===== src/rtl/conv11_input.sv =====
// conv11_input
//   Input-side stream reader for the conv11 layer. On an accepted start it
//   reads `length` consecutive words starting at `base_addr` from a
//   1-cycle-latency synchronous memory port and forwards them, in address
//   order, over a valid/ready stream. A small FIFO buffers the stream and a
//   credit check on read issue keeps it from overflowing.
//
//   Optional feature: define CONV11_INPUT_STALL_CNT_EN to add a 16-bit
//   saturating `stall_cnt` output counting valid-but-not-ready cycles of the
//   current transfer.
//
// Ports
//   clk, rst      : clock, synchronous active-high reset
//   start         : begin a transfer (only honoured while idle)
//   base_addr     : first word address, latched on accepted start
//   length        : word count, latched on accepted start
//   busy          : high whenever not idle
//   done          : one-cycle pulse after the last word is transferred
//   mem_rd_en     : memory read strobe
//   mem_addr      : memory read address
//   mem_rd_data   : memory read data, valid the cycle after mem_rd_en
//   valid_out     : stream valid (FIFO not empty)
//   ready_in      : downstream ready
//   data_out      : stream data (FIFO head)
//   stall_cnt     : (CONV11_INPUT_STALL_CNT_EN only) stall cycle count
module conv11_input #(
   parameter int unsigned DATA_WIDTH = 32,
   parameter int unsigned ADDR_WIDTH = 10,
   parameter int unsigned FIFO_DEPTH = 4
) (
   input  logic                  clk,
   input  logic                  rst,
   input  logic                  start,
   input  logic [ADDR_WIDTH-1:0] base_addr,
   input  logic [ADDR_WIDTH:0]   length,
   output logic                  busy,
   output logic                  done,
   output logic                  mem_rd_en,
   output logic [ADDR_WIDTH-1:0] mem_addr,
   input  logic [DATA_WIDTH-1:0] mem_rd_data,
   output logic                  valid_out,
   input  logic                  ready_in,
   output logic [DATA_WIDTH-1:0] data_out
`ifdef CONV11_INPUT_STALL_CNT_EN
   ,
   output logic [15:0]           stall_cnt
`endif
);

   localparam int unsigned PtrW = (FIFO_DEPTH > 1) ? $clog2(FIFO_DEPTH) : 1;
   localparam int unsigned CntW = PtrW + 1;
   localparam int unsigned LenW = ADDR_WIDTH + 1;

   typedef enum logic [1:0] {StIdle, StFetch, StDrain, StDone} state_e;

   state_e                state_q, state_d;
   logic [ADDR_WIDTH-1:0] base_q;
   logic [LenW-1:0]       length_q;
   logic [LenW-1:0]       issued_q;
   logic [LenW-1:0]       sent_q;
   logic [LenW-1:0]       sent_inc;
   logic                  inflight_q;

   logic [DATA_WIDTH-1:0] fifo_mem [FIFO_DEPTH];
   logic [PtrW-1:0]       wr_ptr_q, rd_ptr_q;
   logic [CntW-1:0]       count_q;

   logic accept;
   logic issue;
   logic xfer;
   logic credit_ok;
   logic fifo_empty;

   assign accept     = (state_q == StIdle) && start;
   assign fifo_empty = (count_q == '0);
   assign valid_out  = !fifo_empty;
   assign data_out   = fifo_empty ? '0 : fifo_mem[rd_ptr_q];
   assign xfer       = valid_out && ready_in;
   assign sent_inc   = sent_q + LenW'(xfer);

   // A read in flight already owns a FIFO slot, so it counts as a credit.
   assign credit_ok  = (CntW'(inflight_q) + count_q) < CntW'(FIFO_DEPTH);
   assign issue      = (state_q == StFetch) && (issued_q < length_q) && credit_ok;

   assign mem_rd_en  = issue;
   assign mem_addr   = issue ? (base_q + issued_q[ADDR_WIDTH-1:0]) : '0;

   assign busy       = (state_q != StIdle);
   assign done       = (state_q == StDone);

   always_comb begin
      state_d = state_q;
      unique case (state_q)
         StIdle: begin
            if (start) begin
               state_d = (length == '0) ? StDone : StFetch;
            end
         end
         StFetch: begin
            if (issued_q == length_q) begin
               state_d = StDrain;
            end
         end
         StDrain: begin
            // Look ahead at this cycle's transfer so done lands in the
            // cycle right after the last word leaves.
            if (sent_inc == length_q) begin
               state_d = StDone;
            end
         end
         StDone: begin
            state_d = StIdle;
         end
         default: begin
            state_d = StIdle;
         end
      endcase
   end

   always_ff @(posedge clk) begin
      if (rst) begin
         state_q    <= StIdle;
         base_q     <= '0;
         length_q   <= '0;
         issued_q   <= '0;
         sent_q     <= '0;
         inflight_q <= 1'b0;
         wr_ptr_q   <= '0;
         rd_ptr_q   <= '0;
         count_q    <= '0;
      end else begin
         state_q    <= state_d;
         inflight_q <= issue;
         if (accept) begin
            base_q   <= base_addr;
            length_q <= length;
            issued_q <= '0;
            sent_q   <= '0;
         end else begin
            if (issue) begin
               issued_q <= issued_q + 1'b1;
            end
            if (xfer) begin
               sent_q <= sent_inc;
            end
         end
         // The FIFO write slot is the cycle after each read strobe.
         if (inflight_q) begin
            wr_ptr_q <= wr_ptr_q + 1'b1;
         end
         if (xfer) begin
            rd_ptr_q <= rd_ptr_q + 1'b1;
         end
         count_q <= count_q + CntW'(inflight_q) - CntW'(xfer);
      end
   end

   always_ff @(posedge clk) begin
      if (!rst && inflight_q) begin
         fifo_mem[wr_ptr_q] <= mem_rd_data;
      end
   end

`ifdef CONV11_INPUT_STALL_CNT_EN
   logic [15:0] stall_q;

   always_ff @(posedge clk) begin
      if (rst) begin
         stall_q <= '0;
      end else if (accept) begin
         stall_q <= '0;
      end else if (valid_out && !ready_in && (stall_q != 16'hFFFF)) begin
         stall_q <= stall_q + 16'd1;
      end
   end

   assign stall_cnt = stall_q;
`endif

endmodule


===== config.mk =====
export PLATFORM = sky130hd
export DESIGN_NAME = conv11_input
export DESIGN_NICKNAME = d
export VERILOG_FILES = /design/src/rtl/conv11_input.sv
export SDC_FILE = /design/constraint.sdc
export NUM_CORES = 1
export LEC_CHECK = 0
export ABC_AREA = 1
export ABC_CLOCK_PERIOD_IN_PS = 3400
export CORE_ASPECT_RATIO = 0.5
export CORE_MARGIN = 2
export CORE_UTILIZATION = 50
export CTS_CLUSTER_SIZE = 10
export DETAILED_ROUTE_END_ITERATION = 10
export PLACE_DENSITY_LB_ADDON = 0.2
export SLEW_MARGIN = 20
export SYNTH_ARGS = -nofsm -noshare
export SYNTH_HDL_FRONTEND = slang
export SYNTH_SLANG_ARGS = --single-unit

===== constraint.sdc =====
create_clock -name clk -period 3.4 [get_ports clk]
set_clock_uncertainty 0.05 [all_clocks]
set_input_delay 0.34 -clock clk [delete_from_list [all_inputs] [get_ports clk]]
set_output_delay 0.34 -clock clk [all_outputs]
set_load 0.005 [all_outputs]

After elaboration in Yosys (flattened, before gate mapping) --
Memory sizes are Yosys's and may differ from the RTL's. A register that Yosys moved wholly into a read port is not among the register bits. Cells that the tools add are included.
Word-level totals: register bits 53, RAM bits 128, bits of input ports 57, output and inout port bits 46, memories kept 1
Operators by class: $add $sub $neg 7, $lt $le $gt $ge 2, equal/unequal tests 8, muxes and demuxes 11, reductions and logical operators 13
Memory list:
- fifo_mem | words 4, bits a word 32, rd ports 1, clocked after Yosys merged registers in 1, write ports 1, line 64 | logic [DATA_WIDTH-1:0] fifo_mem [FIFO_DEPTH];
Operators with widths (count):
- 32-bit two-way mux | 1
- 11-bit == test | 2
- 2-bit two-way mux | 6
- 11-bit by 1-bit adder with 11-bit output | 1
- 11-bit by 1-bit adder with 11-bit output, second input constant | 1
- 11-bit logical NOT | 1
- 11-bit less-than comparator | 1
- 10-bit adder | 1
- 10-bit two-way mux | 1
- 2-bit case mux with 4 select lines | 1
- 1-bit logical AND | 5
- 2-bit by 1-bit adder with 2-bit output, second input constant | 2
- 2-bit == test, second input constant | 2
- 2-bit inequality test, second input constant | 2
- 3-bit by 1-bit adder with 3-bit output | 1
- 3-bit logical NOT | 1
- 3-bit less-than comparator, second input constant | 1
- 3-bit AND reduction | 1
- 3-bit by 1-bit subtractor with 3-bit output | 1
- 2-bit by 1-bit == test with 1-bit output, second input constant | 1
- 1-bit logical NOT | 2
- 2-bit logical NOT | 1
- 1-bit two-way mux | 2
- 2-bit by 1-bit inequality test with 1-bit output, second input constant | 1
- other kinds (2) | 2

Depth between registers and ports, before layout --
Gate-level depths: netlist (run 1).
word-level depth 7, depth in mapped cells 20, gate-level depth less buffers 19

Worst setup path before layout (run 1) --
Ideal clock, no wire load.
path type flip-flop to flip-flop, start register count_q[0], end register state_q[1], setup time 115 ps, data arrival time 2460 ps, setup slack 775 ps, cell stages (with the launch flop) 18, buffers on the path 1, period minus slack after synthesis 2625 ps, cell sequence dfxtp_1 nor3_2 inv_1 nand2_1 inv_2 buf_2 ha_1 ha_1 xnor2_1 nand2_1 nor2_1 nand2_1 nor2_1 nand3_1 o21ai_2 nand3_1 nand2_1 nor2_1
On the way: cells in the longest elaborated chain, start to end 7
RTL lines:
- start: declaration | line 66 | logic [CntW-1:0] count_q;
- start signal: assignment | line 154 | count_q <= count_q + CntW'(inflight_q) - CntW'(xfer);
- 3-bit logical NOT | line 75 | assign fifo_empty = (count_q == '0);
- 1-bit logical NOT | line 76 | assign valid_out = !fifo_empty;
- net valid_out | line 41 | output logic valid_out,
- 1-bit logical AND | line 78 | assign xfer = valid_out && ready_in;
- 11-bit by 1-bit adder with 11-bit output | line 79 | assign sent_inc = sent_q + LenW'(xfer);
- net sent_inc[1] | line 61 | logic [LenW-1:0] sent_inc;
- 11-bit == test | line 107 | if (sent_inc == length_q) begin
- 2-bit inequality test (no line)
- 3-bit AND reduction (no line)
- end signal: assignment | line 122 | state_q <= StIdle;
- end signal: assignment | line 132 | state_q <= state_d;
- end: declaration | line 56 | state_e state_q, state_d;
The timed path passes the listed nets, and every way through them passes these cells. A chain may end at the register's enable or synchronous reset.

Worst setup path in the final report (run 1) --
start register length_q[4], end output mem_addr[6]
On the way: cells in the longest elaborated chain, start to end 4
RTL lines:
- start: declaration | line 58 | logic [LenW-1:0] length_q;
- start signal: assignment | line 136 | length_q <= length;
- 11-bit less-than comparator | line 83 | assign issue = (state_q == StFetch) && (issued_q < length_q) && credit_ok;
- 1-bit logical AND (2 in series) | line 83
- 10-bit two-way mux | line 86 | assign mem_addr = issue ? (base_q + issued_q[ADDR_WIDTH-1:0]) : '0;
- end: declaration | line 39 | output logic [ADDR_WIDTH-1:0] mem_addr,
No other way between the ends.

==> run_results.csv, run 1 <==
group,metric,value,unit
die,chipWidth,187,um
cells_and_area,syn_to_final_growth,23.4,%
clock_tree,h-tree-depth,4,
placed_design,place_hpwl,11200,um
clock_tree,cts-root-buf,"clkbuf_16",
synth,syn_area,0.00835,sq mm
timing,setup_violations,0,
timing,slew_headroom,0.551,
clock_tree,cts_tree,"done",
grt,track_usage,0.205,
setup_path,crit_slowest_cell,"clkdlybuf4s50_1",
clock_tree,cts_inserted_buffers,17,
power,powerDensity,699,mW/mm^2
setup_path,crit_type,"register to output port",
drt,ant_nets,0,
timing,hold_viol_final,0,
cells_and_area,drive_gt1_frac,0.0735,
drt,drt_iter0_markers,452,
drt,post-route-drc-count,0,
clock_tree,clk_pin_slew,0.06,ns
hold_path,hold_path_class,"register to register",
timing,fmax,316,MHz
power,ir_drop,0.538,mV
setup_path,crit_fanout,16,
timing,whs,0.425,ns
grt,grt_max_degree,65,
job,maxCapViolCount,0,
placed_design,place_area,0.00971,sq mm
timing,rsz0062_at_grt,"false",
clock_tree,cts_buffer_depth,2,
die,die-area,0.0178,sq mm
clock_tree,post_cts_buffers,0,
drt,drtPass1Iterations,7,
synth,synth_ff_type,"edfxtp_1",
synth,syn_avg_cell_area,9.66,sq um
hold_path,hold_depth,2,
timing,setup_tns,0,ns
cells_and_area,antenna_cells,0,
grt,antenna_found_initial,0,
die,start_util,0.511,
setup_path,worstPathRequired,3.01,ns
drt,route.vias.total,6225,
die,core-area,0.0164,sq mm
synth,async_flop_share,0,
clock_tree,insertion_delay,0.43,ns
drt,via_per_inst,5.16,
setup_path,reg2reg_setup_slack,0.79,ns
drt,routed_wl,17800,um
synth,synth_cell_type_count,37,
timing,period_needed,3.16,ns
placed_design,place.gp.congestion,0.847,
grt,grt_overflow,0,
setup_path,timing.rr.end,"state_q[1]",
setup_path,critPathMaxStageDelay,0.52,ns
cells_and_area,fin_nets,1061,
setup_path,crit_path_start_kind,"register",
setup_path,cp.arrival,2.77,ns
synth,synth_edf_count,128,
drt,wire_per_inst,14.7,um
die,die_h,95.4,um
die,ios,103,
outcome,run_status,"finished clean",
power,p_leak,3.79,nW
timing,drv_slew,0,
setup_path,path_common_cell,"a21oi_1",
hold_path,min-delay-start,"rd_ptr_q[1]",
die,row_count,33,
setup_path,path_cells,"inv_1 > ha_1 > a21oi_1 > o21ai_1 > nand2_1 > o211ai_1 > a21oi_1 > nand3_2 > inv_4 > o21ai_0 > a21oi_1 > clkdlybuf4s50_1",
grt,grt_pass1_wl,28300,um
setup_path,worstReg2RegStart,"count_q[0]",
grt,grt_pass1_vias,5812,
placed_design,io_buffer_count,102,
synth,syn-num-nets,958,
cells_and_area,final_area,0.0103,sq mm
timing,worst_pin_slew,0.674,ns
synth,ys_warn_count,0,
clock_tree,cts.sinks,183,
synth,ys_ff_latch,183,
synth,synth_cells,864,
timing,post-route-period-util,0.930,
setup_path,end_kind,"output port",
synth,synth_seq_area_share,0.592,
setup_path,worst-r2r-cell-count,16,
## flip-flops by register name, summed over array words and instances, names as in the netlist, named ones only
name and count:
wr_ptr_q 2, state_q 2, inflight_q 1, fifo_mem 128, issued_q 11, length_q 11, sent_q 11, count_q 3
rd_ptr_q 2, base_q 10
## per-layer routing
| layer | track usage | vias to the layer above | wire length, um |
|---|---|---|---|
| met1 | 0.261 | 2899 | 8260 |
| met3 | 0.0445 | 17 | 813 |
| met2 | 0.357 | 153 | 8510 |
| met4 | 0.0628 | 0 | 210 |
| met5 | 0 | - | 0 |
| li1 | - | 3156 | - |
## cell families (layout without fill, tap and decap cells)
family                   after synthesis  in the layout  synth area share
AO/OA/AOI/OAI                        197            197             0.122
AND/OR/NAND/NOR                      333            333             0.164
buffers and inverters                 95            211            0.0436
adder cells (fa/ha/maj)               37             37            0.0563
flip-flops                           183            183             0.592
XOR/XNOR                              19             19            0.0216
## where the power goes
part	switching (mW)	internal (mW)	leakage, nW
clock network	0.905	1.04	0.281
logic	1.39	1.12	1.91
registers	0.145	2.59	1.60
## metrics by stage
step,power (mW),setup slack [ns],util,std cells
floorplan,4.16,0.775,-,864
global placement,5.27,0.572,0.594,1175
detailed placement,5.32,0.566,0.594,1175
CTS,7.27,0.0813,0.630,1207
global route,7.65,0.0276,0.630,1207
finish,7.21,0.238,0.630,1207
## synthesized netlist by cell type (3+ instances only)
| master | count | share of area |
|---|---|---|
| nor2_1 | 189 | 0.085 |
| edfxtp_1 | 128 | 0.46 |
| o21ai_0 | 105 | 0.063 |
| nand2_1 | 88 | 0.040 |
| a21oi_1 | 78 | 0.047 |
| inv_1 | 57 | 0.026 |
| dfxtp_1 | 55 | 0.13 |
| ha_1 | 36 | 0.054 |
| nand3_1 | 29 | 0.017 |
| clkbuf_1 | 19 | 0.0085 |
| xor2_1 | 11 | 0.012 |
| buf_1 | 10 | 0.0045 |
| xnor2_1 | 7 | 0.0073 |
| nor2_2 | 5 | 0.0037 |
| nor3_1 | 5 | 0.0030 |
| nor4_1 | 5 | 0.0037 |
| inv_2 | 4 | 0.0018 |
| nand2_2 | 4 | 0.0030 |
| o211ai_1 | 4 | 0.0036 |
| a211oi_1 | 3 | 0.0027 |
| buf_2 | 3 | 0.0018 |
## what timing repair did
| item | 4_1_cts | 5_1_grt |
|---|---|---|
| resized for setup | 0 | 6 |
| setup endpoints to repair | 0 | 6 |
| hold buffers | 0 | 0 |
## worst max-delay path: cells and delay by family (launching register included)
| family | cells | cell delay, ns |
|---|---|---|
| buf+inv | 3 | 0.76 |
| fa+ha+maj | 1 | 0.32 |
| flops | 1 | 0.33 |
| compound gates | 6 | 0.75 |
| simple gates | 2 | 0.19 |
## layout make-up
cell class | instances | area [sq um]
clock buffer | 18 | 429
clock inverter | 14 | 156
fill | 1329 | 6040
inverter | 62 | 235
multi-input combinational | 586 | 3080
sequential | 183 | 4950
tap | 227 | 284
timing repair buffer | 117 | 1170
## placed cells by master, fill, tap and decap left out, types with 6 or more instances in the layout
cell type	Yosys	layout
a21oi_1	78	77
nor2_1	189	185
edfxtp_1	128	128
nand2_1	88	88
nor2_4	2	6
xnor2_1	7	7
o21ai_0	105	104
clkbuf_16	0	17
ha_1	36	35
dfxtp_1	55	53
xor2_1	11	11
clkdlybuf4s50_1	0	102
inv_1	57	57
buf_4	1	12
nand3_1	29	29
## worst max path at each step
| stage | depth (start not counted) | slack, ns | end | start |
|---|---|---|---|---|
| after floorplan | 17 | 0.77 | state_q[1] | count_q[0] |
| after global placement | 12 | 0.57 | mem_addr[8] | issued_q[0] |
| after detailed placement | 18 | 0.57 | state_q[1] | ready_in |
| after CTS | 12 | 0.08 | mem_addr[8] | issued_q[0] |
| after global routing | 12 | 0.03 | mem_addr[8] | issued_q[0] |
| final | 12 | 0.24 | mem_addr[6] | length_q[4] |
No activity file was read; power rests on OpenSTA's default activity.
==> inputs of run 2 (changes only) <==
--- a/config.mk
+++ b/config.mk
@@ -12,7 +12,7 @@
 export CORE_UTILIZATION = 50
 export CTS_CLUSTER_SIZE = 10
 export DETAILED_ROUTE_END_ITERATION = 10
-export PLACE_DENSITY_LB_ADDON = 0.2
+export PLACE_DENSITY = 0.73
 export SLEW_MARGIN = 20
 export SYNTH_ARGS = -nofsm -noshare
 export SYNTH_HDL_FRONTEND = slang
==> run 2 against run 1 <==
  * Utilization decreased by 0.10 points
  * Combinational power about the same
  * Sequential power about the same
  * Global-route usage increased by 0.29 points
  * Routed wire length increased by 1.7%
  * Hold slack got worse by 0.0074 ns
  * Critical path type unchanged
  * Highest routed layer unchanged
==> run_results.csv, run 2 (synthesized netlist as in run 1, its figures left out) <==
group,metric,value,unit
setup_path,cp.arrival,2.83,ns
drt,drtPass1Iterations,4,
job,maxCapViolCount,0,
drt,via_per_inst,5.17,
cells_and_area,regMostFlops,"fifo_mem",
timing,drv_slew,0,
timing,post-route-period-util,0.946,
clock_tree,cts_buffer_depth,2,
clock_tree,cts_tree,"done",
drt,drt_iter0_markers,348,
die,chipWidth,187,um
grt,grt_pass1_wl,29100,um
timing,fmax,311,MHz
setup_path,reg2reg_setup_slack,0.80,ns
timing,hold_viol_final,0,
clock_tree,cts_hold_buf,0,
cells_and_area,drive_gt1_frac,0.0754,
drt,post-route-drc-count,0,
grt,grt_overflow,0,
power,ir_drop,0.437,mV
clock_tree,cts-root-buf,"clkbuf_16",
die,die_h,95.4,um
timing,setup_violations,0,
die,core-area,0.0164,sq mm
timing,setup_tns,0,ns
grt,grt_max_degree,65,
cells_and_area,fin_util,0.629,
drt,routed_wl,18100,um
setup_path,crit_type,"register to output port",
timing,rsz0062_at_grt,"true",
setup_path,crit_fanout,4,
cells_and_area,antenna_cells,0,
clock_tree,cts_inserted_buffers,17,
cells_and_area,register_area,0.00495,sq mm
placed_design,place.gp.congestion,0.840,
drt,wire_per_inst,15.0,um
clock_tree,insertion_delay,0.43,ns
clock_tree,h-tree-depth,4,
cells_and_area,syn_to_final_growth,23.2,%
placed_design,io_buffer_count,102,
cells_and_area,multiInputGateArea,0.00308,sq mm
setup_path,crit_path_start_kind,"register",
grt,grt_pass1_vias,5994,
hold_path,hold_path_class,"register to register",
cells_and_area,final_common_cell,"nor2_1",
die,row_count,33,
setup_path,worstPathRequired,3.01,ns
cells_and_area,fillers,1354,
clock_tree,cts.sinks,183,
die,ios,103,
cells_and_area,fin_nets,1062,
clock_tree,cts_resized,0,
cells_and_area,most-common-layout-cells,"185 x nor2_1, 128 x edfxtp_1, 104 x o21ai_0",
die,start_util,0.511,
drt,ant_nets,0,
cells_and_area,largest_reg_flops,128,
drt,route.vias.total,6250,
power,powerDensity,701,mW/mm^2
setup_path,end_kind,"output port",
timing,slew_headroom,0.543,
timing,worst_pin_slew,0.686,ns
power,p_leak,3.80,nW
grt,track_usage,0.208,
outcome,run_status,"finished clean",
power,p_total,7.22,mW
die,die-area,0.0178,sq mm
grt,antenna_found_initial,0,
placed_design,place_hpwl,11500,um
timing,period_needed,3.22,ns
clock_tree,clk_pin_slew,0.08,ns
clock_tree,post_cts_buffers,0,
-- run 2: through the flow --
step / setup slack [ns] / std cells / instance area [sq um] / hold slack [ns]
after floorplan: 0.775 / 864 / 8350 / 0.357
after global placement: 0.560 / 1176 / 9680 / 0.403
after detailed placement: 0.536 / 1176 / 9680 / 0.406
after CTS: 0.0420 / 1208 / 10300 / 0.418
after global routing: -0.00278 / 1208 / 10300 / 0.452
final: 0.183 / 1208 / 10300 / 0.418
-- run 2: final timing paths --
check	from	end	cells after the start
setup / recovery	issued_q[0]	mem_addr[8]	12
hold / removal	rd_ptr_q[1]	rd_ptr_q[1]	2
setup reg to reg	count_q[0]	state_q[1]	18
hold reg to reg	rd_ptr_q[1]	rd_ptr_q[1]	2
-- run 2: area by class of cell --
type	count	share of cell area
inverters	62	0.0229
flip-flops and latches	183	0.481
repair buffers	118	0.111
clock inverters	15	0.0169
clock buffers	17	0.0413
multi-input cells	586	0.300
well taps	227	0.0276
-- run 2: worst max-delay path: stages, from the launching register on --
cell	delay (ns)
dfxtp_1	0.36
ha_2	0.23
fa_1	0.40
nand3_1	0.09
nand3_1	0.10
nand2_1	0.07
nand2_1	0.06
a21oi_2	0.17
nor2_1	0.06
o21ai_1	0.15
a21oi_1	0.09
nor2_1	0.11
clkdlybuf4s50_1	0.50
-- run 2: routing by layer --
metal  global-route usage  routed length [um]  part of all wire  up-vias
met2                0.365                8790              0.49      149
met4               0.0655                 192             0.011        0
met5                    0                   0                 0        -
li1                     -                   -                 -     3165
met1                0.264                8210              0.45     2920
met3               0.0420                 906             0.050       16
-- run 2: report_power, final --
part / total (mW) / switching, mW / internal, mW
logic: 2.52 / 1.41 / 1.12
registers: 2.74 / 0.146 / 2.59
clock network: 1.95 / 0.956 / 0.995
total: 7.22 / 2.51 / 4.70
==> inputs of run 3 (changes only) <==
--- a/config.mk
+++ b/config.mk
@@ -13,6 +13,7 @@
 export CTS_CLUSTER_SIZE = 10
 export DETAILED_ROUTE_END_ITERATION = 10
 export PLACE_DENSITY = 0.73
+export RECOVER_POWER = 100
 export SLEW_MARGIN = 20
 export SYNTH_ARGS = -nofsm -noshare
 export SYNTH_HDL_FRONTEND = slang
==> run 3 against run 2 <==
  * Sequential cell count stayed put
  * Clock power hardly changed
  * Hold slack better by 0.0051 ns
  * Highest routed layer unchanged
  * Via count hardly changed
  * Sequential share of layout area is 0.070 points higher
  * Total power is 0.29% lower
  * Global-route usage stayed put
  * Maximum frequency is 0.19% lower
  * Routed wire length stayed put
  * Critical path depth stayed put
  * Cell count stayed put
==> run_results.csv, run 3 (synthesized netlist as in run 1, its figures left out) <==
group,metric,value,unit
setup_path,end_kind,"output port",
cells_and_area,most-common-layout-cells,"185 x nor2_1, 128 x edfxtp_1, 104 x o21ai_0",
cells_and_area,final_common_cell,"nor2_1",
placed_design,placedCellCount,1176,
clock_tree,cts_inserted_buffers,17,
setup_path,critPathMaxStageDelay,0.50,ns
setup_path,crit_path_start_kind,"register",
die,start_util,0.511,
grt,grt_pass1_wl,29100,um
clock_tree,cts-root-buf,"clkbuf_16",
setup_path,path_cells,"ha_2 > fa_1 > nand3_1 > nand3_1 > nand2_1 > nand2_1 > a21oi_2 > nor2_1 > o21ai_1 > a21oi_1 > nor2_1 > clkdlybuf4s50_1",
placed_design,place.gp.congestion,0.840,
setup_path,crit_fanout,4,
grt,grt_pass1_vias,5994,
placed_design,io_buffer_count,102,
cells_and_area,antenna_cells,0,
timing,fmax,310,MHz
clock_tree,cts_buffer_depth,2,
cells_and_area,largest_reg_flops,128,
drt,route.vias.total,6256,
drt,dr_wl_met2,8750,um
drt,post-route-drc-count,0,
grt,antenna_found_initial,0,
cells_and_area,drive_gt1_frac,0.0724,
die,core-area,0.0164,sq mm
drt,drt_iter0_markers,351,
timing,setup_violations,0,
clock_tree,h-tree-depth,4,
timing,slew_headroom,0.344,
drt,ant_nets,0,
timing,drv_slew,0,
die,die_h,95.4,um
clock_tree,cts_hold_buf,0,
drt,drt-met1-wl,8380,um
drt,routed_wl,18100,um
outcome,run_status,"finished clean",
die,ios,103,
timing,hold_viol_final,0,
cells_and_area,fillers,1356,
setup_path,cp.arrival,2.83,ns
timing,period_needed,3.22,ns
drt,wire_per_inst,15.0,um
power,p_leak,3.80,nW
die,chipWidth,187,um
die,die-area,0.0178,sq mm
die,row_count,33,
timing,rsz0062_at_grt,"true",
grt,grt_overflow,0,
clock_tree,clk_pin_slew,0.08,ns
cells_and_area,fin_util,0.628,
cells_and_area,final_cells,1208,
cells_and_area,regMostFlops,"fifo_mem",
timing,worst_pin_slew,0.985,ns
timing,setup_tns,0,ns
job,maxCapViolCount,0,
clock_tree,cts_tree,"done",
setup_path,crit_type,"register to output port",
setup_path,critPathBufInv,1,
power,powerDensity,700,mW/mm^2
drt,drtPass1Iterations,4,
cells_and_area,syn_to_final_growth,23.1,%
drt,via_per_inst,5.18,
cells_and_area,fin_nets,1062,
drt,topRoutingLayerUsed,"met4",
grt,grt_max_degree,65,
placed_design,place_hpwl,11500,um
drt,route.met3.wl,741,um
grt,track_usage,0.208,
hold_path,hold_path_class,"register to register",
clock_tree,cts.sinks,183,
clock_tree,insertion_delay,0.43,ns
setup_path,cpLargestDelayFamily,"adder cells",
setup_path,worstPathRequired,3.01,ns
timing,post-route-period-util,0.948,
setup_path,crit_slowest_cell,"clkdlybuf4s50_1",
power,ir_drop,0.437,mV
## run 3: path summary, 6_finish.rpt
kind | from | to | slack [ns] | depth (start not counted)
hold / removal | rd_ptr_q[1] | rd_ptr_q[1] | 0.42 | 2
setup reg to reg | count_q[0] | state_q[1] | 0.62 | 18
hold reg to reg | rd_ptr_q[1] | rd_ptr_q[1] | 0.42 | 2
setup / recovery | issued_q[0] | mem_addr[8] | 0.18 | 12
## run 3: worst min-delay path, cell delays in order, from the launching register on
cell and delay, ns:
dfxtp_1 0.30, inv_1 0.06, a21oi_1 0.06
## run 3: final cells by class
type	instances	area, sq um	share of cell area
Clock buffer	17	425	0.0414
Clock inverter	15	174	0.0169
Inverter	62	235	0.0229
Multi-Input combinational cell	586	3070	0.299
Sequential cell	183	4950	0.481
Tap cell	227	284	0.0276
Timing Repair Buffer	118	1140	0.111
## run 3: routing by layer
metal | vias up | GRT usage
met5 | - | 0
met4 | 0 | 0.0655
met3 | 19 | 0.0420
met2 | 134 | 0.365
met1 | 2939 | 0.264
li1 | 3164 | -
## run 3: power breakdown
part / switching (mW) / internal (mW) / total, mW / leakage [nW]
Sequential: 0.139 / 2.59 / 2.73 / 1.60
Clock: 0.955 / 0.995 / 1.95 / 0.292
Combinational: 1.42 / 1.10 / 2.51 / 1.91
## run 3: stage by stage
stage / setup slack (ns) / power, mW / hold slack, ns / area [sq um]
after floorplan: 0.775 / 4.16 / 0.357 / 8350
after global placement: 0.560 / 5.25 / 0.403 / 9680
after detailed placement: 0.536 / 5.31 / 0.406 / 9680
after CTS: 0.0420 / 7.26 / 0.418 / 10300
after global routing: -0.00278 / 7.65 / 0.458 / 10300
final: 0.176 / 7.19 / 0.423 / 10300
## run 3: timing repair
action	4_1_cts	5_1_grt
buffers inserted	0	0
resized for setup	0	6
endpoints found under the hold margin	0	0
endpoints found under the setup margin	0	6
